==> config.mk <==
export PLATFORM = sky130hd
export DESIGN_NAME = param_seq_mult_flat
export DESIGN_NICKNAME = d
export VERILOG_FILES = /design/src/rtl/param_seq_mult_if.sv /design/src/rtl/param_seq_mult.sv /design/src/flat_wrapper.sv
export SDC_FILE = /design/constraint.sdc
export NUM_CORES = 1
export LEC_CHECK = 0
export CAP_MARGIN = 25
export CORE_UTILIZATION = 32
export DETAILED_ROUTE_END_ITERATION = 12
export GPL_ROUTABILITY_DRIVEN = 0
export GPL_TIMING_DRIVEN = 0
export MAX_ROUTING_LAYER = met4
export SYNTH_ARGS = -nofsm -noshare
export SYNTH_HDL_FRONTEND = slang
export SYNTH_SLANG_ARGS = --single-unit
==> constraint.sdc <==
create_clock -name SYS_CLOCK -period 2.5 [get_ports SYS_CLOCK]
set_clock_uncertainty 0.1 [all_clocks]
set_input_delay 0.5 -clock SYS_CLOCK [delete_from_list [all_inputs] [get_ports SYS_CLOCK]]
set_output_delay 0.5 -clock SYS_CLOCK [all_outputs]
set_load 0.05 [all_outputs]
==> src/rtl/param_seq_mult_if.sv <==
// -----------------------------------------------------------------------------
// param_seq_mult_if
// Operand/result bundle for the sequential shift-add multiplier.
//
// Handshake: the requester drives GO, SIGNED_MODE, A and B. They are sampled
// on a rising clock edge only while READY is high. The multiplier then drops
// READY, ignores all four inputs until it is idle again, and raises DONE for
// exactly one cycle together with the new Y_REG value. Y_REG holds its value
// until the next completion.
//
// Signals
//   GO           requester -> multiplier   start request (level sampled)
//   SIGNED_MODE  requester -> multiplier   1 = two's-complement operands
//   A            requester -> multiplier   multiplicand
//   B            requester -> multiplier   multiplier
//   Y_REG        multiplier -> requester   registered product
//   READY        multiplier -> requester   idle, a GO will be accepted
//   DONE         multiplier -> requester   one-cycle completion pulse
// -----------------------------------------------------------------------------
interface param_seq_mult_if #(
   parameter int MULTIPLICAND_WIDTH = 8,
   parameter int MULTIPLIER_WIDTH   = 8
);
   localparam int PRODUCT_WIDTH = MULTIPLICAND_WIDTH + MULTIPLIER_WIDTH;

   logic                          GO;
   logic                          SIGNED_MODE;
   logic [MULTIPLICAND_WIDTH-1:0] A;
   logic [MULTIPLIER_WIDTH-1:0]   B;
   logic [PRODUCT_WIDTH-1:0]      Y_REG;
   logic                          READY;
   logic                          DONE;

   modport master (
      output GO, SIGNED_MODE, A, B,
      input  Y_REG, READY, DONE
   );

   modport slave (
      input  GO, SIGNED_MODE, A, B,
      output Y_REG, READY, DONE
   );
endinterface

==> src/rtl/param_seq_mult.sv <==
// -----------------------------------------------------------------------------
// param_seq_mult
// Sequential shift-add multiplier with unsigned and two's-complement modes.
// Operands are captured as magnitudes plus a negate flag, multiplied by one
// shift-add iteration per cycle, and the (optionally negated) product is
// registered in the FINISH state.
//
// Ports
//   SYS_CLOCK    in   clock, rising edge
//   FSM_ARESET   in   asynchronous active-low reset
//   bus          slave modport of param_seq_mult_if (GO/SIGNED_MODE/A/B in,
//                Y_REG/READY/DONE out)
//   dbg_state_o  out  current FSM state (IDLE=0, CALC=1, FINISH=2)
//
// Optional feature
//   MULT_EARLY_TERM_EN  when defined, CALC ends after the first iteration
//                       that leaves the shifted multiplier at zero.
// -----------------------------------------------------------------------------
module param_seq_mult #(
   parameter int MULTIPLICAND_WIDTH = 8,
   parameter int MULTIPLIER_WIDTH   = 8
) (
   input  logic                   SYS_CLOCK,
   input  logic                   FSM_ARESET,
   param_seq_mult_if.slave        bus,
   output logic [1:0]             dbg_state_o
);
   localparam int PRODUCT_WIDTH = MULTIPLICAND_WIDTH + MULTIPLIER_WIDTH;
   localparam int CW            = $clog2(MULTIPLIER_WIDTH + 1);

   typedef enum logic [1:0] {
      IDLE   = 2'b00,
      CALC   = 2'b01,
      FINISH = 2'b10
   } state_t;

   state_t                        state_q, state_d;
   logic [PRODUCT_WIDTH-1:0]      mcand_q, mcand_d;
   logic [MULTIPLIER_WIDTH-1:0]   mplier_q, mplier_d;
   logic [PRODUCT_WIDTH-1:0]      acc_q, acc_d;
   logic [CW-1:0]                 cnt_q, cnt_d;
   logic                          neg_q, neg_d;
   logic [PRODUCT_WIDTH-1:0]      y_q, y_d;
   logic                          done_q, done_d;

   // Magnitudes are held unsigned at full operand width, so the most negative
   // value (e.g. -128 -> 128) is represented exactly.
   logic                          a_neg, b_neg;
   logic [MULTIPLICAND_WIDTH-1:0] a_mag;
   logic [MULTIPLIER_WIDTH-1:0]   b_mag;
   logic                          last_iter;

   assign a_neg = bus.SIGNED_MODE & bus.A[MULTIPLICAND_WIDTH-1];
   assign b_neg = bus.SIGNED_MODE & bus.B[MULTIPLIER_WIDTH-1];
   assign a_mag = a_neg ? ((~bus.A) + MULTIPLICAND_WIDTH'(1)) : bus.A;
   assign b_mag = b_neg ? ((~bus.B) + MULTIPLIER_WIDTH'(1)) : bus.B;

   // The counter holds the iterations still to run, including the current one.
`ifdef MULT_EARLY_TERM_EN
   assign last_iter = (cnt_q == CW'(1)) || ((mplier_q >> 1) == '0);
`else
   assign last_iter = (cnt_q == CW'(1));
`endif

   always_ff @(posedge SYS_CLOCK or negedge FSM_ARESET) begin
      if (!FSM_ARESET) begin
         state_q  <= IDLE;
         mcand_q  <= '0;
         mplier_q <= '0;
         acc_q    <= '0;
         cnt_q    <= '0;
         neg_q    <= 1'b0;
         y_q      <= '0;
         done_q   <= 1'b0;
      end else begin
         state_q  <= state_d;
         mcand_q  <= mcand_d;
         mplier_q <= mplier_d;
         acc_q    <= acc_d;
         cnt_q    <= cnt_d;
         neg_q    <= neg_d;
         y_q      <= y_d;
         done_q   <= done_d;
      end
   end

   always_comb begin
      state_d  = state_q;
      mcand_d  = mcand_q;
      mplier_d = mplier_q;
      acc_d    = acc_q;
      cnt_d    = cnt_q;
      neg_d    = neg_q;
      y_d      = y_q;
      done_d   = 1'b0;

      case (state_q)
         IDLE: begin
            if (bus.GO) begin
               mcand_d  = {{MULTIPLIER_WIDTH{1'b0}}, a_mag};
               mplier_d = b_mag;
               acc_d    = '0;
               cnt_d    = CW'(MULTIPLIER_WIDTH);
               neg_d    = a_neg ^ b_neg;
               state_d  = CALC;
            end
         end
         CALC: begin
            if (mplier_q[0]) begin
               acc_d = acc_q + mcand_q;
            end
            mplier_d = mplier_q >> 1;
            mcand_d  = mcand_q << 1;
            cnt_d    = cnt_q - CW'(1);
            if (last_iter) begin
               state_d = FINISH;
            end
         end
         FINISH: begin
            // Negating a zero accumulator yields zero, so no negative zero.
            y_d     = neg_q ? ((~acc_q) + PRODUCT_WIDTH'(1)) : acc_q;
            done_d  = 1'b1;
            state_d = IDLE;
         end
         default: begin
            state_d = IDLE;
         end
      endcase
   end

   assign bus.Y_REG   = y_q;
   assign bus.DONE    = done_q;
   assign bus.READY   = (state_q == IDLE);
   assign dbg_state_o = state_q;
endmodule

==> src/flat_wrapper.sv <==
// flat-port wrapper written by rule: the top's interface ports become plain ports
module param_seq_mult_flat 
#(
   parameter int MULTIPLICAND_WIDTH = 8,
   parameter int MULTIPLIER_WIDTH   = 8
)
  (SYS_CLOCK, FSM_ARESET, dbg_state_o, bus_GO, bus_SIGNED_MODE, bus_A, bus_B, bus_Y_REG, bus_READY, bus_DONE);
  param_seq_mult_if #(.MULTIPLICAND_WIDTH(MULTIPLICAND_WIDTH), .MULTIPLIER_WIDTH(MULTIPLIER_WIDTH)) bus_i ();
  input  logic SYS_CLOCK;
  input  logic FSM_ARESET;
  output logic [1:0] dbg_state_o;
  input wire logic [$bits(bus_i.GO)-1:0] bus_GO;
  input wire logic [$bits(bus_i.SIGNED_MODE)-1:0] bus_SIGNED_MODE;
  input wire logic [$bits(bus_i.A)-1:0] bus_A;
  input wire logic [$bits(bus_i.B)-1:0] bus_B;
  output wire logic [$bits(bus_i.Y_REG)-1:0] bus_Y_REG;
  output wire logic [$bits(bus_i.READY)-1:0] bus_READY;
  output wire logic [$bits(bus_i.DONE)-1:0] bus_DONE;
  assign bus_i.GO = bus_GO;
  assign bus_i.SIGNED_MODE = bus_SIGNED_MODE;
  assign bus_i.A = bus_A;
  assign bus_i.B = bus_B;
  assign bus_Y_REG = bus_i.Y_REG;
  assign bus_READY = bus_i.READY;
  assign bus_DONE = bus_i.DONE;
  param_seq_mult #(.MULTIPLICAND_WIDTH(MULTIPLICAND_WIDTH), .MULTIPLIER_WIDTH(MULTIPLIER_WIDTH)) u_core (.SYS_CLOCK(SYS_CLOCK), .FSM_ARESET(FSM_ARESET), .bus(bus_i), .dbg_state_o(dbg_state_o));
endmodule
# Word level (Yosys, flattened, before mapping)
# Index checks and enable logic that the tools add are counted.
dict set report classes {
  addsub 5
  mul 0
  div_mod_pow 0
  order_cmp 0
  eq_ne 6
  n_shift 0
  mux 16
  bitwise_logic 6
  n_reduce_logical 6
}
# operator count
set op_table {}
lappend op_table {{16-bit 2-to-1 mux} 4}
lappend op_table {{16-bit one-hot mux with 2 select lines} 2}
lappend op_table {{8-bit 2-to-1 mux} 3}
lappend op_table {{16-bit by 1-bit adder with 16-bit output (second input constant)} 1}
lappend op_table {{16-bit adder} 1}
lappend op_table {{8-bit by 1-bit adder with 8-bit output (second input constant)} 2}
lappend op_table {{16-bit NOT} 1}
lappend op_table {{8-bit NOT} 2}
lappend op_table {{8-bit one-hot mux with 2 select lines} 1}
lappend op_table {{4-bit one-hot mux with 2 select lines} 1}
lappend op_table {{2-bit AND reduction} 3}
lappend op_table {{4-bit by 1-bit == test with 1-bit output (second input constant)} 1}
lappend op_table {{2-bit 2-to-1 mux} 2}
lappend op_table {{4-bit 2-to-1 mux} 1}
lappend op_table {{2-bit by 1-bit != test with 1-bit output (second input constant)} 2}
lappend op_table {{2-bit one-hot mux with 2 select lines} 1}
lappend op_table {{4-bit by 1-bit subtractor with 4-bit output (second input constant)} 1}
lappend op_table {{3-bit AND reduction} 1}
lappend op_table {{1-bit AND} 2}
lappend op_table {{2-bit by 1-bit == test with 1-bit output (second input constant)} 1}
lappend op_table {{2-bit == test (second input constant)} 1}
lappend op_table {{2-bit logical NOT} 1}
lappend op_table {{2-bit != test (second input constant)} 1}
lappend op_table {{2-bit nonzero test} 1}
lappend op_table {{other kinds (2)} 2}
dict set report word_totals {
  regBits 64
  latchBits 0
  mem_bits_rw 0
  rom_bits 0
  input_bits 20
  wordCells 47
  mem_count 0
}

# Logic depth before layout (Yosys ltp)
dict set report logic_depth {
  ltp_word 5
  depth_mapped 9
  mapped_depth_nobuf 9
}

# Least setup slack after synthesis
# OpenSTA, ideal clock, no wires.
dict set report synth_timing {
  path_type {register -> register}
  from {reg u_core.acc_q[4]}
  to {reg u_core.y_q[15], in the netlist u_core.bus.Y_REG[15]}
  setup_ns 0.129
  arrival_time_ns 2.349
  t_required_ns 2.271
  path_slack_ns -0.078
  path_stages_with_launch 7
  synth_period_minus_slack_ns 2.578
  cell_sequence {dfrtp_1 or4_4 or4_4 or4_4 o41ai_4 xor2_1 o21ai_1}
}
dict set report synth_via {
  elab_chain_cells 3
}
# item line
set synth_lines {}
lappend synth_lines {{start: declaration} param_seq_mult.sv:40} ;# logic [PRODUCT_WIDTH-1:0] acc_q, acc_d;
lappend synth_lines {{start signal: assignment} param_seq_mult.sv:70} ;# acc_q <= '0;
lappend synth_lines {{start signal: assignment} param_seq_mult.sv:79} ;# acc_q <= acc_d;
lappend synth_lines {{16-bit NOT} param_seq_mult.sv:121} ;# y_d = neg_q ? ((~acc_q) + PRODUCT_WIDTH'(1)) : acc_q;
lappend synth_lines {{16-bit by 1-bit adder with 16-bit output} param_seq_mult.sv:121}
lappend synth_lines {{16-bit 2-to-1 mux} param_seq_mult.sv:121}
lappend synth_lines {{end signal: assignment} param_seq_mult.sv:82} ;# y_q <= y_d;
lappend synth_lines {{end: declaration} param_seq_mult.sv:43} ;# logic [PRODUCT_WIDTH-1:0] y_q, y_d;
# No other way between the ends.
# A chain may end at the register's enable or synchronous reset.

# Final worst setup path
# Ends and elaborated chain as after synthesis.

==> flow_metrics.tcl <==
set metrics [dict create \
    outcome "complete, but fails checks" \
    violations "design-rule violations, negative setup slack" \
    clkLatencyLatePin_ns 0.33 \
    rows 39 \
    finalNonFillerCells 625 \
    cts_sinks 64 \
    grt_usage_pct 16.22 \
    cp_max_fo 4 \
    dieWidth_um 111.0 \
    drt_pre_antenna_iters 8 \
    yosysMostFrequentCell "dfrtp_1" \
    period_share_pct 104.8 \
    initial_core_util_pct 32.99 \
    setup_viol 4 \
    io_pins 40 \
    diodes 0 \
    finalHoldViolCount 0 \
    wl_um 9033 \
    whs_ns 0.1768 \
    peakVddDrop_mv 0.4896 \
    die_h_um 111.0 \
    clockBufferDepth 2 \
    fill_cells 1136 \
    htreeDepth 3 \
    drtAntennaViolNets 0 \
    power.density_mw_per_mm2 1379 \
    tns_ns -0.2248 \
    synth_largest_area_cell "dfrtp_1" \
    seqPwrFrac_pct 28.6 \
    p_switching_mw 2.925 \
    cp.required_ns 2.60 \
    fp.dieArea_sq_mm 0.01231 \
    p_sw_share_pct 43.80 \
    synthFlopType "dfrtp_1" \
    cts_root_buf "clkbuf_16" \
    drv_cap 0 \
    worstMarginPinSlew_ns 0.8236 \
    grt_pass1_vias 3327 \
    dp_cells 604 \
    rsz0062_at_grt "true" \
    yosysWarnings 0 \
    p_comb_share_pct 51.7 \
    setup_ws_ns -0.1212 \
    drive_gt1_share_pct 11.00 \
    cp.arrival_ns 2.72 \
    synth-seq-cells 64 \
    slew_viol_final 0 \
    via_per_inst 5.203 \
    total_power_mw 6.677 \
    routedWlPerCell_um 14.45 \
    synth_area_leaders "dfrtp_1 42%, o21ai_0 7.4%, ha_1 6.6%, xor2_1 5.8%, nand2_1 5.6%" \
    start_kind "register" \
    min_path_type "in -> async" \
    vias 3252 \
    grt_max_degree 65 \
    period_minus_slack_ns 2.621 \
    syn_avg_cell_area_sq_um 9.002 \
    drc_errors 10 \
    internal_power_mw 3.753 \
    grt_pass1_wl_um 15490 \
    core_sq_mm 0.01152 \
    antenna_found_initial 0 \
    dp_hpwl_um 6635 \
    ys_seq_area_share_pct 42.16 \
    synth_edf_count 0 \
    worstSetupPathType "reg -> reg" \
    io_buffers 39 \
    drtIter0Drc 115 \
    design_area_sq_mm 0.004841 \
    synth_area_sq_mm 0.003799 \
    max_clock_freq_ghz 0.3815 \
    cp-end-kind "register" \
    clk_pin_slew_ns 0.05 \
    synthTopCellsByCount "64 x dfrtp_1, 57 x nand2_1, 56 x o21ai_0, 25 x nor2_1, 25 x xor2_1" \
    yosys.area.top_type_share_pct 42.16 \
    synth_cell_types 49 \
    clkPwrFrac_pct 19.6 \
    finish.utilization_pct 42.04 \
    layout.nets 518 \
    cts_buffers 9 \
    synth_nets 463 \
    dpl_worst_slack_ns -0.4859 \
    areaGrowthSynthToFinish_pct 27.44 \
    cts_tree "done" \
    leakage_nw 2.089 \
    globalRoute.totalOverflow 0 \
    slew_headroom_pct 45.10 \
    async_flop_share_pct 100.0 \
    syn_inst 422 \
    place_area_sq_mm 0.004365 \
]
==> worst max-delay path, stage by stage (launching register included) <==
cell and delay [ns]:
dfrtp_2 0.43, or4_4 0.53, or4_4 0.43, or4_4 0.47, o41ai_4 0.31, xor2_1 0.17
o21ai_1 0.07
==> registers in the layout, indices dropped and copies added, names as in the netlist <==
register,flops
u_core.mplier_q,8
u_core.mcand_q,16
u_core.cnt_q,4
u_core.acc_q,16
u_core.bus.Y_REG,16
u_core.neg_q,1
u_core.bus.DONE,1
u_core.dbg_state_o,2
==> routing by layer <==
| metal | part of all wire [%] | up-vias | routed length [um] | global-route usage [%] |
|---|---|---|---|---|
| met3 | 4.1 | 13 | 369 | 3.445 |
| met4 | 1.8 | 0 | 164 | 5.936 |
| li1 | - | 1638 | - | - |
| met2 | 48 | 67 | 4294 | 27.13 |
| met1 | 47 | 1534 | 4205 | 19.20 |
| met5 | 0 | - | 0 | - |
==> layout make-up <==
cell class,count,area [sq um],area share [%]
Clock buffer,14,284.0,5.867
Tap cell,143,178.9,3.696
Buffer,15,57.56,1.189
Sequential cell,64,1605,33.16
Clock inverter,2,35.03,0.7237
Multi-Input combinational cell,316,2142,44.25
Timing Repair Buffer,47,447.9,9.253
Inverter,24,90.09,1.861
==> cell usage in the layout (no fill, tap or decap), drive strengths merged, types with 2 or more instances in the layout <==
master,n
o31ai,6
nor2b,3
ha,20
or3,5
mux2i,3
a21oi,21
or4,3
a22o,10
and3,2
nor3,6
dfrtp,64
buf,11
o21a,4
inv,23
nor2,25
xor2,25
clkdlybuf4s50,38
o22ai,16
a32o,4
nand2,57
nand2b,2
a21o,3
clkbuf,27
o21ai,58
a31oi,4
o41ai,5
clkinv,2
nand4,3
xnor2,8
o211ai,3
a211oi,3
==> cells by family after synthesis <==
kind of cell	Yosys count	synth area share, %
xor+xnor	33	7.609
simple gates	112	13.41
fa+ha+maj	21	7.115
buf+inv	42	4.150
compound gates	147	24.77
mux	3	0.7905
flops	64	42.16
==> power groups by stage <==
stage               registers [mW]  logic (mW)  clock network [mW]
finish                        1.91        3.45                1.31
global route                  1.98        3.83                1.39
CTS                           1.90        3.37                1.34
detailed placement            1.92        3.19                   0
global placement              1.90        3.14                   0
floorplan                     2.14        2.10                   0
==> final timing paths <==
check                      cells after the start                    end           startpoint  slack (ns)
max reg2reg                                    6   u_core.bus.Y_REG[15]      u_core.acc_q[4]       -0.12
max in group asynchronous                      1       u_core.acc_q[10]           FSM_ARESET        1.54
min in group SYS_CLOCK                         2    u_core.bus.Y_REG[0]  u_core.bus.Y_REG[0]        0.38
min reg2reg                                    2    u_core.bus.Y_REG[0]  u_core.bus.Y_REG[0]        0.38
min                                            1  u_core.dbg_state_o[0]           FSM_ARESET        0.18
max                                            6   u_core.bus.Y_REG[15]      u_core.acc_q[4]       -0.12
==> timing repair <==
action,CTS,global route
gates resized for setup,15,20
hold buffers,0,0
endpoints found under the hold margin,0,0
gates cloned,0,0
buffers inserted,7,1
setup endpoints to repair,15,17
pin swaps,4,8
No activity file was read; power rests on OpenSTA's default activity.
